$ cat src/rtl/pixel_cluster_pkg.sv
// Shared types and register map for the pixel cluster result block.
// State encoding and Avalon-MM word addresses.
package pixel_cluster_pkg;

  typedef enum logic [1:0] {
    IDLE,
    SCAN,
    PUBLISH
  } state_t;

  localparam logic [2:0] ADDR_STATUS      = 3'd0;
  localparam logic [2:0] ADDR_CONTROL     = 3'd1;
  localparam logic [2:0] ADDR_MIN_COUNT   = 3'd2;
  localparam logic [2:0] ADDR_RESULT_XY   = 3'd3;
  localparam logic [2:0] ADDR_RESULT_CNT  = 3'd4;
  localparam logic [2:0] ADDR_FRAME_COUNT = 3'd5;
  localparam logic [2:0] ADDR_DROPPED     = 3'd6;

endpackage

$ cat src/rtl/pixel_cluster_result_regs_if.sv
// Avalon-MM register port bundle for the pixel cluster result block.
// master drives commands, slave returns registered read data.
interface pixel_cluster_result_regs_if;

  logic [2:0]  avs_address;
  logic        avs_read;
  logic        avs_write;
  logic [31:0] avs_writedata;
  logic [31:0] avs_readdata;

  modport master (
    output avs_address,
    output avs_read,
    output avs_write,
    output avs_writedata,
    input  avs_readdata
  );

  modport slave (
    input  avs_address,
    input  avs_read,
    input  avs_write,
    input  avs_writedata,
    output avs_readdata
  );

endinterface

$ cat src/rtl/pixel_cluster_argmax.sv
// Sequential argmax over cluster slots: one slot per cycle.
// Strict compare, so the lowest index keeps a tie.
module pixel_cluster_argmax
  import pixel_cluster_pkg::*;
#(
  parameter int N_CLUSTERS   = 4,
  parameter int COUNTER_BITS = 16,
  parameter int IW = (N_CLUSTERS > 1) ? $clog2(N_CLUSTERS) : 1
) (
  input  logic                               clk,
  input  logic                               reset,
  input  logic                               start,
  input  logic                               scan,
  input  logic [COUNTER_BITS*N_CLUSTERS-1:0] counts,
  output logic                               last,
  output logic [IW-1:0]                      best_idx,
  output logic [COUNTER_BITS-1:0]            best_count
);

  logic [IW-1:0]           idx;
  logic [COUNTER_BITS-1:0] cur;

  assign cur  = counts[idx*COUNTER_BITS +: COUNTER_BITS];
  assign last = (idx == IW'(N_CLUSTERS - 1));

  always_ff @(posedge clk) begin
    if (reset || start) begin
      idx        <= '0;
      best_idx   <= '0;
      best_count <= '0;
    end else if (scan) begin
      idx <= last ? '0 : idx + 1'b1;
      if (cur > best_count) begin
        best_idx   <= idx;
        best_count <= cur;
      end
    end
  end

endmodule

$ cat src/rtl/pixel_cluster_result_regs.sv
// Frame result registers: snapshot, argmax scan, publish, Avalon-MM, IRQ.
// Define PIXEL_CLUSTER_DROP_COUNT_EN to build the dropped-frame counter.
module pixel_cluster_result_regs
  import pixel_cluster_pkg::*;
#(
  parameter int N_CLUSTERS   = 4,
  parameter int X_Y_BITS     = 16,
  parameter int COUNTER_BITS = 16
) (
  input  logic                               clk,
  input  logic                               reset,
  input  logic [X_Y_BITS*N_CLUSTERS-1:0]     X_clusters,
  input  logic [X_Y_BITS*N_CLUSTERS-1:0]     Y_clusters,
  input  logic [COUNTER_BITS*N_CLUSTERS-1:0] cluster_counters,
  input  logic                               frame_done,
  pixel_cluster_result_regs_if.slave         avs,
  output logic                               irq
);

  localparam int IW = (N_CLUSTERS > 1) ? $clog2(N_CLUSTERS) : 1;

  state_t state_q, state_d;
  logic   start, scan, publish, last;

  logic [X_Y_BITS*N_CLUSTERS-1:0]     x_sh, y_sh;
  logic [COUNTER_BITS*N_CLUSTERS-1:0] c_sh;

  logic [IW-1:0]           best_idx;
  logic [COUNTER_BITS-1:0] best_count;
  logic [X_Y_BITS-1:0]     best_x, best_y;

  logic [X_Y_BITS-1:0]     res_x, res_y;
  logic [COUNTER_BITS-1:0] res_cnt, min_count;
  logic [IW-1:0]           res_idx;
  logic                    result_valid, irq_pending, irq_en;
  logic [31:0]             frame_count, dropped_rd, rd_data;
  logic                    wr_status, wr_control, wr_min;
  logic                    unused_wd;

  always_ff @(posedge clk) begin
    if (reset) state_q <= IDLE;
    else       state_q <= state_d;
  end

  always_comb begin
    state_d = state_q;
    start   = 1'b0;
    scan    = 1'b0;
    publish = 1'b0;
    unique case (state_q)
      IDLE: if (frame_done) begin
        start   = 1'b1;
        state_d = SCAN;
      end
      SCAN: begin
        scan = 1'b1;
        if (last) state_d = PUBLISH;
      end
      PUBLISH: begin
        publish = 1'b1;
        state_d = IDLE;
      end
      default: state_d = IDLE;
    endcase
  end

  always_ff @(posedge clk) begin
    if (reset) begin
      x_sh <= '0;
      y_sh <= '0;
      c_sh <= '0;
    end else if (start) begin
      x_sh <= X_clusters;
      y_sh <= Y_clusters;
      c_sh <= cluster_counters;
    end
  end

  pixel_cluster_argmax #(
    .N_CLUSTERS   (N_CLUSTERS),
    .COUNTER_BITS (COUNTER_BITS),
    .IW           (IW)
  ) u_argmax (
    .clk        (clk),
    .reset      (reset),
    .start      (start),
    .scan       (scan),
    .counts     (c_sh),
    .last       (last),
    .best_idx   (best_idx),
    .best_count (best_count)
  );

  assign best_x = x_sh[best_idx*X_Y_BITS +: X_Y_BITS];
  assign best_y = y_sh[best_idx*X_Y_BITS +: X_Y_BITS];

  always_ff @(posedge clk) begin
    if (reset) begin
      res_x        <= '0;
      res_y        <= '0;
      res_cnt      <= '0;
      res_idx      <= '0;
      result_valid <= 1'b0;
      frame_count  <= '0;
    end else if (publish) begin
      res_x        <= best_x;
      res_y        <= best_y;
      res_cnt      <= best_count;
      res_idx      <= best_idx;
      result_valid <= (best_count >= min_count);
      frame_count  <= frame_count + 32'd1;
    end
  end

  assign wr_status  = avs.avs_write && (avs.avs_address == ADDR_STATUS);
  assign wr_control = avs.avs_write && (avs.avs_address == ADDR_CONTROL);
  assign wr_min     = avs.avs_write && (avs.avs_address == ADDR_MIN_COUNT);
  assign unused_wd  = ^avs.avs_writedata[31:COUNTER_BITS];

  // A publish in the same cycle as a clear leaves the interrupt pending.
  always_ff @(posedge clk) begin
    if (reset) begin
      irq_en      <= 1'b0;
      min_count   <= COUNTER_BITS'(1);
      irq_pending <= 1'b0;
    end else begin
      if (wr_control) irq_en <= avs.avs_writedata[0];
      if (wr_min) min_count <= avs.avs_writedata[COUNTER_BITS-1:0];
      if (publish) irq_pending <= 1'b1;
      else if (wr_status && avs.avs_writedata[2]) irq_pending <= 1'b0;
    end
  end

  assign irq = irq_pending & irq_en;

`ifdef PIXEL_CLUSTER_DROP_COUNT_EN
  logic [15:0] dropped_count;

  always_ff @(posedge clk) begin
    if (reset) dropped_count <= '0;
    else if (frame_done && state_q != IDLE && dropped_count != 16'hFFFF)
      dropped_count <= dropped_count + 16'd1;
  end

  assign dropped_rd = {16'h0, dropped_count};
`else
  assign dropped_rd = '0;
`endif

  always_comb begin
    rd_data = '0;
    unique case (avs.avs_address)
      ADDR_STATUS:
        rd_data = {29'h0, irq_pending, state_q != IDLE, result_valid};
      ADDR_CONTROL:     rd_data = {31'h0, irq_en};
      ADDR_MIN_COUNT:   rd_data = 32'(min_count);
      ADDR_RESULT_XY:   rd_data = {16'(res_y), 16'(res_x)};
      ADDR_RESULT_CNT:  rd_data = {8'h0, 8'(res_idx), 16'(res_cnt)};
      ADDR_FRAME_COUNT: rd_data = frame_count;
      ADDR_DROPPED:     rd_data = dropped_rd;
      default:          rd_data = '0;
    endcase
  end

  // Sampled before this edge's writes land, so read-during-write sees old data.
  always_ff @(posedge clk) begin
    if (reset)         avs.avs_readdata <= '0;
    else if (avs.avs_read) avs.avs_readdata <= rd_data;
  end

endmodule
$ cat src/flat_wrapper.sv
// flat-port wrapper written by rule: the top's interface ports become plain ports
module pixel_cluster_result_regs_flat import pixel_cluster_pkg::*;
#(
  parameter int N_CLUSTERS   = 4,
  parameter int X_Y_BITS     = 16,
  parameter int COUNTER_BITS = 16
)
  (clk, reset, X_clusters, Y_clusters, cluster_counters, frame_done, irq, avs_avs_address, avs_avs_read, avs_avs_write, avs_avs_writedata, avs_avs_readdata);
  pixel_cluster_result_regs_if avs_i ();
  input  logic clk;
  input  logic reset;
  input  logic [X_Y_BITS*N_CLUSTERS-1:0] X_clusters;
  input  logic [X_Y_BITS*N_CLUSTERS-1:0] Y_clusters;
  input  logic [COUNTER_BITS*N_CLUSTERS-1:0] cluster_counters;
  input  logic frame_done;
  output logic irq;
  input wire logic [$bits(avs_i.avs_address)-1:0] avs_avs_address;
  input wire logic [$bits(avs_i.avs_read)-1:0] avs_avs_read;
  input wire logic [$bits(avs_i.avs_write)-1:0] avs_avs_write;
  input wire logic [$bits(avs_i.avs_writedata)-1:0] avs_avs_writedata;
  output wire logic [$bits(avs_i.avs_readdata)-1:0] avs_avs_readdata;
  assign avs_i.avs_address = avs_avs_address;
  assign avs_i.avs_read = avs_avs_read;
  assign avs_i.avs_write = avs_avs_write;
  assign avs_i.avs_writedata = avs_avs_writedata;
  assign avs_avs_readdata = avs_i.avs_readdata;
  pixel_cluster_result_regs #(.N_CLUSTERS(N_CLUSTERS), .X_Y_BITS(X_Y_BITS), .COUNTER_BITS(COUNTER_BITS)) u_core (.clk(clk), .reset(reset), .X_clusters(X_clusters), .Y_clusters(Y_clusters), .cluster_counters(cluster_counters), .frame_done(frame_done), .avs(avs_i), .irq(irq));
endmodule
$ cat config.mk
export PLATFORM = sky130hd
export DESIGN_NAME = pixel_cluster_result_regs_flat
export DESIGN_NICKNAME = d
export VERILOG_FILES = /design/src/rtl/pixel_cluster_pkg.sv /design/src/rtl/pixel_cluster_result_regs_if.sv /design/src/rtl/pixel_cluster_argmax.sv /design/src/rtl/pixel_cluster_result_regs.sv /design/src/flat_wrapper.sv
export SDC_FILE = /design/constraint.sdc
export NUM_CORES = 1
export LEC_CHECK = 0
export ABC_AREA = 0
export CORE_AREA = 2 2 159 200
export CTS_CLUSTER_SIZE = 14
export DETAILED_ROUTE_END_ITERATION = 12
export DIE_AREA = 0 0 161 202
export PLACE_DENSITY = 0.76
export SYNTH_ARGS = -nofsm -noshare
export SYNTH_HDL_FRONTEND = slang
export SYNTH_SLANG_ARGS = --single-unit
$ cat constraint.sdc
create_clock -name clk -period 3.4 [get_ports clk]
set_clock_uncertainty 0.05 [all_clocks]
set_input_delay 0.34 -clock clk [delete_from_list [all_inputs] [get_ports clk]]
set_output_delay 0.34 -clock clk [all_outputs]
set_load 0.02 [all_outputs]
==> out/qor.yml, run 1 <==
outcome:
  status: "finished, final reports clean"
power:
  p_leak_nw: 6.63
  irDropWorstVdd_mv: 0.344
  powerDensity_nw_per_um2: 495
yosys:
  synth.yosys.seq_area_share_pct: 47.7
  synth.distinct_cells: 53
  synth.cell_area_um2: 14600
  synth-edff-count: 0
  syn_nets: 2002
  ys_async_sr_fraction_pct: 0
  synth_ff_type: "dfxtp_1"
  syn_area_per_cell_um2: 8.40
  yosys_register_bits: 347
  syn_inst: 1736
  ys_warn_count: 0
timing:
  maxSlewHeadroom_pct: 27.1
  fin_ws_ns: 0.159
  rsz0062_at_grt: "false"
  fmax_mhz: 309
  tns_ns: 0
  period_needed_ns: 3.24
  setup_viol: 0
  slew_viol_final: 0
  period_share_pct: 95.3
  final_hold_viol_count: 0
  fin_hold_ws_ns: 0.279
  worstMarginPinSlew_ns: 1.09
cells_and_area:
  mostFrequentLayoutCell: "nand2_1"
  fillCellCount: 2645
  mostFrequentLayoutCells: "nand2_1 (541), dfxtp_1 (345), a21oi_1 (317), clkdlybuf4s50_1 (247), nor2_1 (89)"
  fin_util_pct: 60.5
  drive_gt1_share_pct: 7.62
  final_cells: 2355
  syn_to_final_growth_pct: 27.1
  fin_nets: 2184
floorplan:
  num_rows: 72
  die_y_um: 202
  dieArea_um2: 32500
  io_pins: 265
  dieWidth_um: 161
  coreArea_um2: 30600
  start_util_pct: 47.6
detailed_routing:
  drtPass1Iterations: 5
  via_count: 12813
  drt-initial-drc-count: 872
  viasPerCell: 5.44
  drc: 0
  drtAntennaViolNets: 0
  wl_per_cell_um: 16.9
  wl_um: 39700
min_path:
  worstHoldStart: "reset"
  hold_path_class: "in2reg"
global_route:
  grt_pass1_wl_um: 63700
  antenna_found_initial: 5
  track_usage_pct: 24.1
  gr-total-overflow: 0
  grt_max_degree: 164
  grt_pass1_vias: 12482
clock_tree:
  numCtsBuffers: 35
  cts_hold_buf: 0
  root_buffer: "clkbuf_16"
  h-tree-depth: 2
  clk_pin_slew_ns: 0.06
  clk_path_buf_depth: 3
  cts.sinks: 347
  insertion_delay_ns: 0.51
  cts_tree: "yes"
critical_path:
  crit_start: "u_core.u_argmax.idx[0]"
  worstPathMaxFanout: 10
  critPathSlowestCell: "mux4_2"
  path_class: "reg2reg"
  cp.required_ns: 3.75
  crit_chain: "buf_4 -> mux4_2 -> ha_1 -> a21oi_1 -> nand3_1 -> a22o_1 -> o31a_4 -> nor3b_4 -> buf_4 -> a22o_2"
  cp-start-kind: "flop"
  crit_buf_inv: 2
  crit_top_cell: "buf_4"
  rr_startpoint: "u_core.u_argmax.idx[0]"
  cp_top_family: "compound AO/OA/AOI/OAI gates"
  crit_arrival_ns: 3.59
  slowest_delay_ns: 0.54
  cp-end-kind: "flop"
placed_design:
  dpl.hpwl_um: 27600
  pre_cts_slack_ns: 0.0450
  numPortBuffers: 248
  dp_cells: 2286
  gp_congestion: 0.866
run:
  maxCapViolCount: 0
Yosys cell counts, drive strengths merged (2+ instances only):
library cell | instances | area, µm²
nand2 | 541 | 2030
dfxtp | 347 | 6950
a21oi | 317 | 1590
clkbuf | 103 | 387
nor2 | 91 | 342
mux4 | 48 | 1080
a22oi | 44 | 330
inv | 37 | 139
ha | 34 | 425
buf | 23 | 125
xor2 | 21 | 184
a22o | 18 | 166
nand3 | 16 | 85.1
nand4 | 10 | 68.8
o21ai | 10 | 50.1
mux2i | 7 | 70.1
nand2b | 7 | 43.8
nor3 | 6 | 35.0
xnor2 | 6 | 52.6
or3 | 5 | 31.3
a21o | 4 | 30.0
and3 | 4 | 25.0
a211oi | 3 | 22.5
a31oi | 3 | 18.8
and2 | 3 | 18.8
and4 | 3 | 26.3
nor3b | 3 | 33.8
nor4 | 3 | 55.1
nand4b | 2 | 17.5
o221ai | 2 | 17.5
or2 | 2 | 12.5
power by group:
part           leakage [nW]  internal (mW)  switching [mW]
Combinational          3.22          0.474           0.482
Sequential             2.83           4.22          0.0840
Clock                 0.577           2.34            1.56
cell type report:
class,instances,area (µm²),area share [%]
timing repair buffer,271,2750,14.8
inverter,37,139,0.750
clock buffer,56,1090,5.87
multi-input combinational,1226,7000,37.8
sequential,347,6950,37.5
antenna,5,12.5,0.0675
tap,407,509,2.75
clock inverter,6,83.8,0.453
layer usage:
layer	track usage [%]	part of all wire [%]	vias to the layer above
met3	3.90	5.9	88
met4	10.2	4.0	0
li1	-	-	6239
met5	0	0	-
met1	31.2	42	6071
met2	39.9	48	415
through the flow:
| step | power (mW) | cell area, µm² |
|---|---|---|
| 6_report | 9.16 | 18500 |
| 5_1_grt | 9.49 | 18500 |
| 4_1_cts | 9.23 | 18500 |
| 3_5_place_dp | 5.34 | 17300 |
| 3_3_place_gp | 5.31 | 17300 |
| 2_1_floorplan | 4.90 | 14600 |
path summary, 6_finish.rpt:
kind | slack [ns] | endpoint | depth (start not counted)
worst max-delay path | 0.16 | u_core.u_argmax.best_count[1] | 10
worst min-delay path | 0.28 | u_core.y_sh[5] | 2
worst max register to register | 0.16 | u_core.u_argmax.best_count[1] | 10
worst min register to register | 0.40 | u_core.y_sh[52] | 2
kinds of logic after synthesis:
logic type / share of synthesized area [%]
xor gates and xnor gates: 1.62
AOI/OAI and AO/OA: 15.8
muxes: 7.97
and+or+nand+nor: 19.5
DFF: 47.7
buffers and inverters: 4.46
adders and majority gates: 2.92
sequential cells by signal, summed over array words and instances, names as in the netlist, 32 cells and up:
signal and cells:
u_core.avs.avs_readdata 32, u_core.c_sh 64, u_core.frame_count 32, u_core.x_sh 64, u_core.y_sh 64
timing repair:
item                       in CTS  in global routing
gates resized for setup         0                  0
setup buffers                   0                  2
setup endpoints to repair       0                 17
No activity file was read; power rests on OpenSTA's default activity.
==> inputs of run 2 (changes only) <==
--- a/config.mk
+++ b/config.mk
@@ -6,11 +6,13 @@
 export NUM_CORES = 1
 export LEC_CHECK = 0
 export ABC_AREA = 0
-export CORE_AREA = 2 2 159 200
+export CORE_AREA = 2 2 163 205
+export CTS_CLUSTER_DIAMETER = 60
 export CTS_CLUSTER_SIZE = 14
 export DETAILED_ROUTE_END_ITERATION = 12
-export DIE_AREA = 0 0 161 202
-export PLACE_DENSITY = 0.76
+export DIE_AREA = 0 0 165 207
+export PLACE_DENSITY = 0.75
 export SYNTH_ARGS = -nofsm -noshare
 export SYNTH_HDL_FRONTEND = slang
+export SYNTH_HIERARCHICAL = 1
 export SYNTH_SLANG_ARGS = --single-unit
==> run 2 against run 1 <==
Utilization shrank 2.7 points. Via count grew 3.3%. Largest cell class unchanged. Area after synthesis grew 4.3%. Clock power shrank 25%. Die area grew 5.0%. Clock-buffer cell count shrank 25. Critical path depth shrank 2.
==> out/qor.yml, run 2 <==
global_route:
  track_usage_pct: 23.9
  grt_pass1_vias: 12972
  grt_max_degree: 194
  grt_pass1_wl_um: 65900
  antenna_found_initial: 6
  gr-total-overflow: 0
power:
  p_seq_share_pct: 51.8
  p_comb_share_pct: 12.7
  p_leak_nw: 6.59
  irDropWorstVdd_mv: 0.287
  powerDensity_nw_per_um2: 445
  p_sw_mw: 2.04
  p_sw_share_pct: 24.5
  p_int_mw: 6.27
  p_clk_share_pct: 35.5
yosys:
  synth.distinct_cells: 60
  synth-edff-count: 0
  synth.yosys.seq_area_share_pct: 45.7
  yosysTopAreaCell: "dfxtp_1"
  syn_inst: 1810
  synth_common_cells: "nand2_1 (546), dfxtp_1 (347), a21oi_1 (323), clkbuf_1 (104), nor2_1 (57)"
  syn_nets: 2076
  synth_ff_type: "dfxtp_1"
  ys_warn_count: 6
  yosys_register_bits: 347
  ys_async_sr_fraction_pct: 0
  synthTopCellsByArea: "dfxtp_1 (46%), nand2_1 (13%), a21oi_1 (11%), mux4_2 (7.1%), ha_1 (2.8%)"
  netlist.area_leader.share_pct: 45.7
  synth.cell_area_um2: 15200
  syn_area_per_cell_um2: 8.40
  yosysMostFrequentCell: "nand2_1"
timing:
  period_share_pct: 83.6
  tns_ns: 0
  maxSlewHeadroom_pct: 25.6
  fin_hold_ws_ns: 0.166
  period_needed_ns: 2.84
  rsz0062_at_grt: "false"
  fmax_mhz: 352
  slew_viol_final: 0
  final_hold_viol_count: 0
  worstMarginPinSlew_ns: 1.11
  setup_viol: 0
placed_design:
  numPortBuffers: 248
  dp_cells: 2361
  gp_congestion: 0.869
  dpl.hpwl_um: 29400
floorplan:
  num_rows: 74
  die_y_um: 207
  dieWidth_um: 165
  coreArea_um2: 32300
  start_util_pct: 47.1
  dieArea_um2: 34200
  io_pins: 265
critical_path:
  worstPathMaxFanout: 20
  crit_start: "u_core/u_argmax/idx[0]"
  cp-start-kind: "flop"
  r2r_setup_slack_ns: 0.56
  rr_startpoint: "u_core/u_argmax/idx[0]"
  path_class: "reg2reg"
  crit_arrival_ns: 3.24
  cp-end-kind: "flop"
  cp.required_ns: 3.79
clock_tree:
  numCtsBuffers: 29
  clk_pin_slew_ns: 0.06
  h-tree-depth: 1
  cts_hold_buf: 0
  clk_path_buf_depth: 3
  cts_tree: "yes"
  insertion_delay_ns: 0.54
  root_buffer: "clkbuf_16"
  cts_resized: 0
  cts.sinks: 347
  cts_setup_buffers: 0
detailed_routing:
  via_count: 13238
  drtPass1Iterations: 5
  drtAntennaViolNets: 0
  drt-initial-drc-count: 779
  wl_per_cell_um: 17.3
  viasPerCell: 5.52
  drc: 0
  wl_um: 41500
cells_and_area:
  regArea_um2: 6950
  fillCellCount: 2836
  fin_util_pct: 57.8
  mostFrequentLayoutCells: "nand2_1 (545), dfxtp_1 (345), a21oi_1 (323), clkdlybuf4s50_1 (246), nor2_1 (56)"
  multiInputGateArea_um2: 7590
  mostFrequentLayoutCell: "nand2_1"
  drive_gt1_share_pct: 7.09
  syn_to_final_growth_pct: 22.8
  top_regs: "u_core/c_sh: 64 flops, u_core/x_sh: 64 flops, u_core/y_sh: 64 flops"
  final_cells: 2400
  fin_nets: 2240
outcome:
  status: "finished, final reports clean"
run:
  maxCapViolCount: 0
min_path:
  hold_path_class: "in2reg"
  worstHoldStart: "reset"
==> run 2: per-layer routing <==
layer  GRT usage, %  wire length (µm)  vias up
li1               -                 -     6503
met2           41.0             20900      374
met4           10.3              1660        0
met3           2.96              2110       92
met5              0                 0        -
met1           30.0             16800     6269
==> run 2: final cells by class <==
| class | count | share of cell area (%) |
|---|---|---|
| Antenna cell | 6 | 0.0804 |
| Clock buffer | 31 | 4.03 |
| Clock inverter | 2 | 0.0938 |
| Inverter | 37 | 0.770 |
| Multi-Input combinational cell | 1290 | 40.6 |
| Sequential cell | 347 | 37.2 |
| Tap cell | 418 | 2.80 |
| Timing Repair Buffer | 269 | 14.4 |
==> run 2: power by group through the flow <==
stage | registers [mW] | clock network, mW | logic, mW
after detailed placement | 4.39 | 0 | 1.05
after global routing | 4.32 | 3.17 | 1.15
final | 4.30 | 2.95 | 1.06
after global placement | 4.38 | 0 | 1.03
after CTS | 4.30 | 3.01 | 1.06
after floorplan | 4.36 | 0 | 0.632
==> run 2: worst paths after layout <==
kind / to / depth (start not counted)
setup / recovery: u_core/u_argmax/best_count[1] / 8
hold / removal: u_core/avs.avs_readdata[15] / 2
setup reg to reg: u_core/u_argmax/best_count[1] / 8
hold reg to reg: u_core/y_sh[52] / 2
==> run 2: logic make-up (layout without fill, tap and decap cells) <==
| logic type | count (synthesis) | after routing | synth area share (%) |
|---|---|---|---|
| AOI/OAI and AO/OA | 415 | 415 | 15.7 |
| xor gates and xnor gates | 10 | 10 | 0.576 |
| adders and majority gates | 34 | 34 | 2.80 |
| buffers and inverters | 173 | 339 | 4.55 |
| DFF | 347 | 347 | 45.7 |
| muxes | 85 | 85 | 9.56 |
| other | 0 | 6 | 0 |
| and+or+nand+nor | 746 | 746 | 21.2 |
==> run 2: metrics by stage <==
step | area [µm²] | setup WS [ns] | total power, mW
3_5_place_dp | 17900 | 0.572 | 5.44
4_1_cts | 18700 | 0.564 | 8.37
3_3_place_gp | 17900 | 0.614 | 5.42
6_report | 18700 | 0.558 | 8.31
2_1_floorplan | 15200 | 0.376 | 4.99
5_1_grt | 18700 | 0.414 | 8.64
==> run 2: worst max-delay path, cell delays in order, from the launching register on <==
cell and delay, ns:
dfxtp_1 0.36, buf_12 0.20, mux4_2 0.55, ha_1 0.32, a21oi_1 0.17, o21ai_0 0.19
nor2b_1 0.21, o31a_4 0.45, o32ai_1 0.25
